===== src/rtl/pwm_demod.sv =====
// pwm_demod: recovers the 7-bit sample carried by each PWM frame.
// A frame starts with a rising edge, and its high time is sample+1 clocks.
// The block also reports the sawtooth wrap period, silence and framing errors.
// Optional build macro PWM_DEMOD_SYNC_EN: when it is defined, pwm_in passes
// through a two-flop synchronizer first. This adds 2 clocks of latency.
module pwm_demod #(
  parameter int FRAME_CYCLES   = 129,
  parameter int WRAP_DROP      = 64,
  parameter int SILENCE_FRAMES = 16
) (
  input  logic        clk,
  input  logic        rst,
  input  logic        pwm_in,
  output logic [6:0]  sample,
  output logic        sample_valid,
  output logic        locked,
  output logic [15:0] wrap_period,
  output logic        wrap_valid,
  output logic        silent,
  output logic        frame_err
);

  typedef enum logic [1:0] {HUNT = 2'd0, ACQUIRE = 2'd1, LOCKED = 2'd2} state_t;

  localparam logic [8:0] LEN_OK    = 9'(FRAME_CYCLES);
  localparam logic [8:0] LEN_TMO   = 9'(2 * FRAME_CYCLES);
  localparam logic [7:0] DROP_MIN  = 8'(WRAP_DROP);
  localparam logic [4:0] SILENT_TH = 5'(SILENCE_FRAMES - 1);

  state_t      state_q, state_d;
  logic        pwm_s, pwm_q, rise;
  logic [8:0]  len_cnt_q;
  logic [7:0]  hi_cnt_q;
  logic        len_ok, timeout;
  logic        emit, err, track, leave;
  logic [6:0]  new_sample;
  logic [7:0]  drop;
  logic        wrap_det;

  logic [6:0]  sample_q, sample_d;
  logic [15:0] frm_cnt_q, frm_cnt_d;
  logic [15:0] wrap_period_q, wrap_period_d;
  logic        wrap_valid_q, wrap_valid_d;
  logic        armed_q, armed_d;
  logic [4:0]  same_cnt_q, same_cnt_d;
  logic        silent_q, silent_d;
  logic        sample_valid_q, frame_err_q, locked_q;

`ifdef PWM_DEMOD_SYNC_EN
  logic [1:0] sync_q;
  // Two-flop synchronizer for an external input. Its reset value is high so
  // that a reset in the middle of a high phase does not create a false edge.
  always_ff @(posedge clk) begin
    if (rst) sync_q <= 2'b11;
    else     sync_q <= {sync_q[0], pwm_in};
  end
  assign pwm_s = sync_q[1];
`else
  assign pwm_s = pwm_in;
`endif

  // Previous-input register for edge detection. It resets high, so the
  // first rise after reset is always a genuine low-to-high transition.
  always_ff @(posedge clk) begin
    if (rst) pwm_q <= 1'b1;
    else     pwm_q <= pwm_s;
  end
  assign rise = pwm_s & ~pwm_q;

  // Frame counters restart on every rise. The rise cycle counts as cycle 1
  // of the new frame, and it also counts as a high cycle.
  always_ff @(posedge clk) begin
    if (rst) begin
      len_cnt_q <= '0;
      hi_cnt_q  <= '0;
    end else if (rise) begin
      len_cnt_q <= 9'd1;
      hi_cnt_q  <= 8'd1;
    end else begin
      if (len_cnt_q != 9'd511)           len_cnt_q <= len_cnt_q + 9'd1;
      if (pwm_s && hi_cnt_q != 8'd255)   hi_cnt_q  <= hi_cnt_q + 8'd1;
    end
  end

  assign len_ok  = (len_cnt_q == LEN_OK);
  assign timeout = ~rise & (len_cnt_q == LEN_TMO);

  // FSM state register.
  always_ff @(posedge clk) begin
    if (rst) state_q <= HUNT;
    else     state_q <= state_d;
  end

  // FSM next state. A rise in the same cycle as a timeout takes priority.
  always_comb begin
    state_d = state_q;
    if (rise) begin
      case (state_q)
        HUNT:    state_d = ACQUIRE;
        ACQUIRE: if (len_ok)  state_d = LOCKED;
        LOCKED:  if (!len_ok) state_d = ACQUIRE;
        default: state_d = HUNT;
      endcase
    end else if (timeout) begin
      state_d = HUNT;
    end
  end

  // FSM outputs: sample emission, error pulse, and the LOCKED bookkeeping.
  always_comb begin
    emit  = rise & len_ok & (state_q != HUNT);
    err   = (state_q != HUNT) & ((rise & ~len_ok) | timeout);
    track = emit & (state_q == LOCKED);
    leave = (state_q == LOCKED) & (state_d != LOCKED);
  end

  // Decoded sample, and the wrap test against the previous sample.
  always_comb begin
    if (hi_cnt_q >= 8'd129) new_sample = 7'd127;
    else                    new_sample = 7'(hi_cnt_q - 8'd1);
    drop     = {1'b0, sample_q} - {1'b0, new_sample};
    wrap_det = (sample_q > new_sample) && (drop >= DROP_MIN);
  end

  // Next-state logic for wrap tracking and silence, which advance only on
  // samples taken while already locked. Leaving LOCKED clears this state.
  always_comb begin
    sample_d      = sample_q;
    frm_cnt_d     = frm_cnt_q;
    armed_d       = armed_q;
    same_cnt_d    = same_cnt_q;
    silent_d      = silent_q;
    wrap_period_d = wrap_period_q;
    wrap_valid_d  = 1'b0;
    if (emit) sample_d = new_sample;
    if (track) begin
      if (wrap_det) begin
        frm_cnt_d = 16'd1;
        if (armed_q) begin
          wrap_period_d = frm_cnt_q;
          wrap_valid_d  = 1'b1;
        end
        armed_d = 1'b1;
      end else if (frm_cnt_q != 16'hFFFF) begin
        frm_cnt_d = frm_cnt_q + 16'd1;
      end
      if (new_sample == sample_q) begin
        if (same_cnt_q != 5'd31) same_cnt_d = same_cnt_q + 5'd1;
        silent_d = (same_cnt_q >= SILENT_TH);
      end else begin
        same_cnt_d = '0;
        silent_d   = 1'b0;
      end
    end
    if (leave) begin
      armed_d    = 1'b0;
      frm_cnt_d  = '0;
      same_cnt_d = '0;
      silent_d   = 1'b0;
    end
  end

  // Output and tracking registers. All pulses are registered one clock after the rise.
  always_ff @(posedge clk) begin
    if (rst) begin
      sample_q       <= '0;
      sample_valid_q <= 1'b0;
      frame_err_q    <= 1'b0;
      locked_q       <= 1'b0;
      frm_cnt_q      <= '0;
      armed_q        <= 1'b0;
      same_cnt_q     <= '0;
      silent_q       <= 1'b0;
      wrap_period_q  <= '0;
      wrap_valid_q   <= 1'b0;
    end else begin
      sample_q       <= sample_d;
      sample_valid_q <= emit;
      frame_err_q    <= err;
      locked_q       <= (state_d == LOCKED);
      frm_cnt_q      <= frm_cnt_d;
      armed_q        <= armed_d;
      same_cnt_q     <= same_cnt_d;
      silent_q       <= silent_d;
      wrap_period_q  <= wrap_period_d;
      wrap_valid_q   <= wrap_valid_d;
    end
  end

  assign sample       = sample_q;
  assign sample_valid = sample_valid_q;
  assign frame_err    = frame_err_q;
  assign locked       = locked_q;
  assign wrap_period  = wrap_period_q;
  assign wrap_valid   = wrap_valid_q;
  assign silent       = silent_q;

endmodule


===== config.mk =====
export PLATFORM = sky130hd
export DESIGN_NAME = pwm_demod
export DESIGN_NICKNAME = d
export VERILOG_FILES = /design/src/rtl/pwm_demod.sv
export SDC_FILE = /design/constraint.sdc
export NUM_CORES = 1
export LEC_CHECK = 0
export BUFFER_PORTS_ARGS = -buffer_cell sky130_fd_sc_hd__buf_2
export CORE_UTILIZATION = 40
export DETAILED_ROUTE_END_ITERATION = 7
export PLACE_DENSITY = 0.68
export REMOVE_ABC_BUFFERS = 1
export SLEW_MARGIN = 10
export SYNTH_ARGS = -nofsm -noshare
export SYNTH_HDL_FRONTEND = slang
export SYNTH_SLANG_ARGS = --single-unit

===== constraint.sdc =====
create_clock -name clk -period 4.1 [get_ports clk]
set_clock_uncertainty 0.15 [all_clocks]
set_input_delay 0.41 -clock clk [delete_from_list [all_inputs] [get_ports clk]]
set_output_delay 0.41 -clock clk [all_outputs]
set_load 0.02 [all_outputs]

==> out/results.ini <==
[cts]
clock_tree.buffer_depth=2
clock_sinks=70
cts_buffers=9
clkTransAtPathRegs_ns=0.07
h-tree-depth=3
post_cts.repair.setup_buffers=0
cts_tree=done
worstSkewPairLatency_ns=0.35
cts-root-buf=clkbuf_8

[logic_synthesis]
synth_top_flop_cell=dfxtp_1
ys_types=51
syn_inst=416
synth-compound-area-share_pct=12.8
syn_area_um2=3520
ys_warn_count=0
seq_area_frac_synth_pct=39.8
yosys.area.top_type=dfxtp_1
synth_mux_area_share_pct=0.569
synth.avg_cell_area_um2=8.46
synth-xor-area-share_pct=8.46
synth_top_area_share_pct=39.8
synth_top_family_by_area=simple AND/OR/NAND/NOR gates
synthArstFlopShare_pct=0
synth-simple-area-share_pct=26.9
ys_ff_latch=70
yosys-top-cells-area=dfxtp_1 40%, ha_1 6.4%, nor2_1 6.2%
synthAdderAreaFrac_pct=7.25
synth_edf_count=0

[pwr]
power.net_switching_mw=0.323
pwr-share-seq_pct=49.6
pwr_density_cell_nw_per_um2=352
p_total_mw=1.40
p_comb_share_pct=6.0
p_int_mw=1.07
ir_drop_uv=227
swShare_pct=23.1
power.leakage_nw=1.44
pwr-share-clk_pct=44.4

[drt]
drc=0
first_iter_violations=128
vias_per_cell=5.31
ant_nets=0
vias=2921
wl_um=7270
dr.pass1.iters=5
post_drt_wl_per_cell_um=13.2

[critical_path]
worst_setup_path_start_kind=flop
startpoint=hi_cnt_q[0]$_SDFFE_PP0P_
reg2reg_depth=15
cp_slowest_cell=fa_1
endpoint=frm_cnt_q[6]$_SDFFE_PP0P_
rr_endpoint=frm_cnt_q[6]$_SDFFE_PP0P_
r2r_setup_slack_ns=0.40
criticalPathCategory=reg -> reg
crit_buf_inv=3
cpPeakStageDelay_ns=0.39
crit_path_end_kind=flop
arrival_ns=3.79
path_max_fanout=19
cp_cell_sequence=inv_1, ha_1, nand2_1, or3_1, o31ai_1, and2_1, inv_1, fa_1, nor2b_1, o31ai_1, o31a_1, and3_2, o21ai_1, buf_4, nor2_1
cp.required_ns=4.19
crit_family=simple AND/OR/NAND/NOR gates
cp.depth=15
regToRegStartpoint=hi_cnt_q[0]$_SDFFE_PP0P_

[outcome]
status=finished clean

[global_route]
overflow=0
grt_pass1_vias=2690
grt_use_total_pct=17.3
grt_max_degree=36
grt_pass1_wl_um=12400
antenna_found_initial=0

[layout]
nNetsFinal=462
nFillCells=848
final_util_pct=47.3
drive_gt1_share_pct=15.1
n_antenna_cell=0
most-common-layout-cells=70 x dfxtp_1, 58 x nor2_1, 30 x a21oi_1, 30 x buf_2, 29 x nand4_1
final_common_cell=dfxtp_1
syn_to_final_growth_pct=12.7

[floorplanning]
die_x_um=95.8
coreArea_um2=8380
rows=33
ios=31
initial_core_util_pct=42.0
die_area_um2=9180
die_h_um=95.8

[timing]
max_slew_margin_pct=43.2
final-setup-viol-count=0
hold_viol=0
max_clock_freq_ghz=0.270
rsz0062_at_grt=false
worstMarginPinSlew_ns=0.849
period_share_pct=90.3
drv_slew=0
hold_ws_ns=0.157
tns_ns=0
post-route-min-period_ns=3.70

[run]
maxCapViolations=0

[worst_hold_path]
hold_start=pwm_in
hp-class=in -> reg

[placed_design]
place.gp.congestion=0.796
dp_hpwl_um=5170
io_buffers=30

[worst register-to-register path: stages, from the launching register on]
cell	delay, ns
dfxtp_1	0.38
inv_1	0.12
ha_1	0.18
nand2_1	0.08
or3_1	0.34
o31ai_1	0.31
and2_1	0.23
inv_1	0.07
fa_1	0.39
nor2b_1	0.12
o31ai_1	0.11
o31a_1	0.30
and3_2	0.33
o21ai_1	0.17
buf_4	0.23
nor2_1	0.07
[cell usage after synthesis (2+ instances only)]
| cell | instances |
|---|---|
| nor2_1 | 58 |
| a211oi_1 | 7 |
| nand4_1 | 29 |
| nand2b_1 | 3 |
| o21a_1 | 3 |
| xor2_1 | 11 |
| a21oi_1 | 30 |
| nand4b_1 | 2 |
| nor4_1 | 5 |
| and2_1 | 4 |
| nor2_2 | 4 |
| nand2_1 | 19 |
| xnor2_1 | 23 |
| nor2b_1 | 6 |
| nor3_1 | 8 |
| buf_2 | 3 |
| clkbuf_1 | 17 |
| inv_1 | 15 |
| mux2i_1 | 2 |
| o31ai_1 | 2 |
| and3_1 | 4 |
| ha_1 | 18 |
| nand3_1 | 18 |
| nand3b_1 | 3 |
| o21ai_1 | 2 |
| o21ai_0 | 20 |
| dfxtp_1 | 70 |
| nor3_2 | 7 |
[per-stage QoR]
step / instance area (um^2) / instances / setup slack, ns
floorplan: 3430 / 395 / 0.234
global placement: 3740 / 534 / 0.426
detailed placement: 3740 / 534 / 0.306
CTS: 3960 / 550 / 0.292
global route: 3970 / 550 / 0.0528
finish: 3970 / 550 / 0.399
[how the worst min path moves through the flow]
stage                                         to  slack [ns]  cells past startpoint
floorplan                   armed_q$_SDFFE_PP0P_        0.30                      1
global placement    wrap_period[12]$_SDFFE_PP0P_        0.31                      2
detailed placement  wrap_period[12]$_SDFFE_PP0P_        0.32                      2
CTS                             pwm_q$_SDFF_PP1_        0.15                      2
global route                    pwm_q$_SDFF_PP1_        0.18                      2
finish                          pwm_q$_SDFF_PP1_        0.16                      2
[final cells by class]
class                   count  area, um^2  area share (%)
multi-input cells         310        1970            49.8
flip-flops and latches     70        1400            35.3
well taps                 105         131            3.31
clock buffers              10         138            3.47
repair buffers             34         180            4.54
inverters                  15        56.3            1.42
clock inverters             6        85.1            2.15
[repair_timing]
action,in CTS,in global routing
gates resized for setup,0,1
hold buffers,0,0
setup endpoints to repair,0,14
[routing by layer]
layer	routed length (um)	share of wire, %	up-vias	GRT usage, %
met4	144	2.0	0	7.21
met1	3530	48	1345	21.9
li1	-	-	1510	-
met3	231	3.2	13	4.27
met2	3370	46	53	28.2
met5	0	0	-	0
[flip-flops by register name (all words and copies together) (netlist names)]
signal / count
frm_cnt_q: 16
wrap_period: 16
len_cnt_q: 9
hi_cnt_q: 8
sample: 7
same_cnt_q: 5
state_q: 2
armed_q: 1
frame_err: 1
locked: 1
pwm_q: 1
sample_valid: 1
silent: 1
wrap_valid: 1
[cells by family (layout without fill, tap and decap cells)]
kind of cell,count (synthesis),after routing
DFF,70,70
and+or+nand+nor,179,179
muxes,2,2
adders and majority gates,20,20
xor gates and xnor gates,34,34
buffers and inverters,36,65
AOI/OAI and AO/OA,75,75
[power by group through the flow]
stage / registers, mW / logic (mW) / clock network, mW
final: 0.693 / 0.0842 / 0.620
after global routing: 0.693 / 0.0972 / 0.665
after CTS: 0.692 / 0.0846 / 0.633
after detailed placement: 0.708 / 0.0844 / 0
after global placement: 0.708 / 0.0821 / 0
after floorplan: 0.707 / 0.0624 / 0
Power figures use the tool's default switching activity.
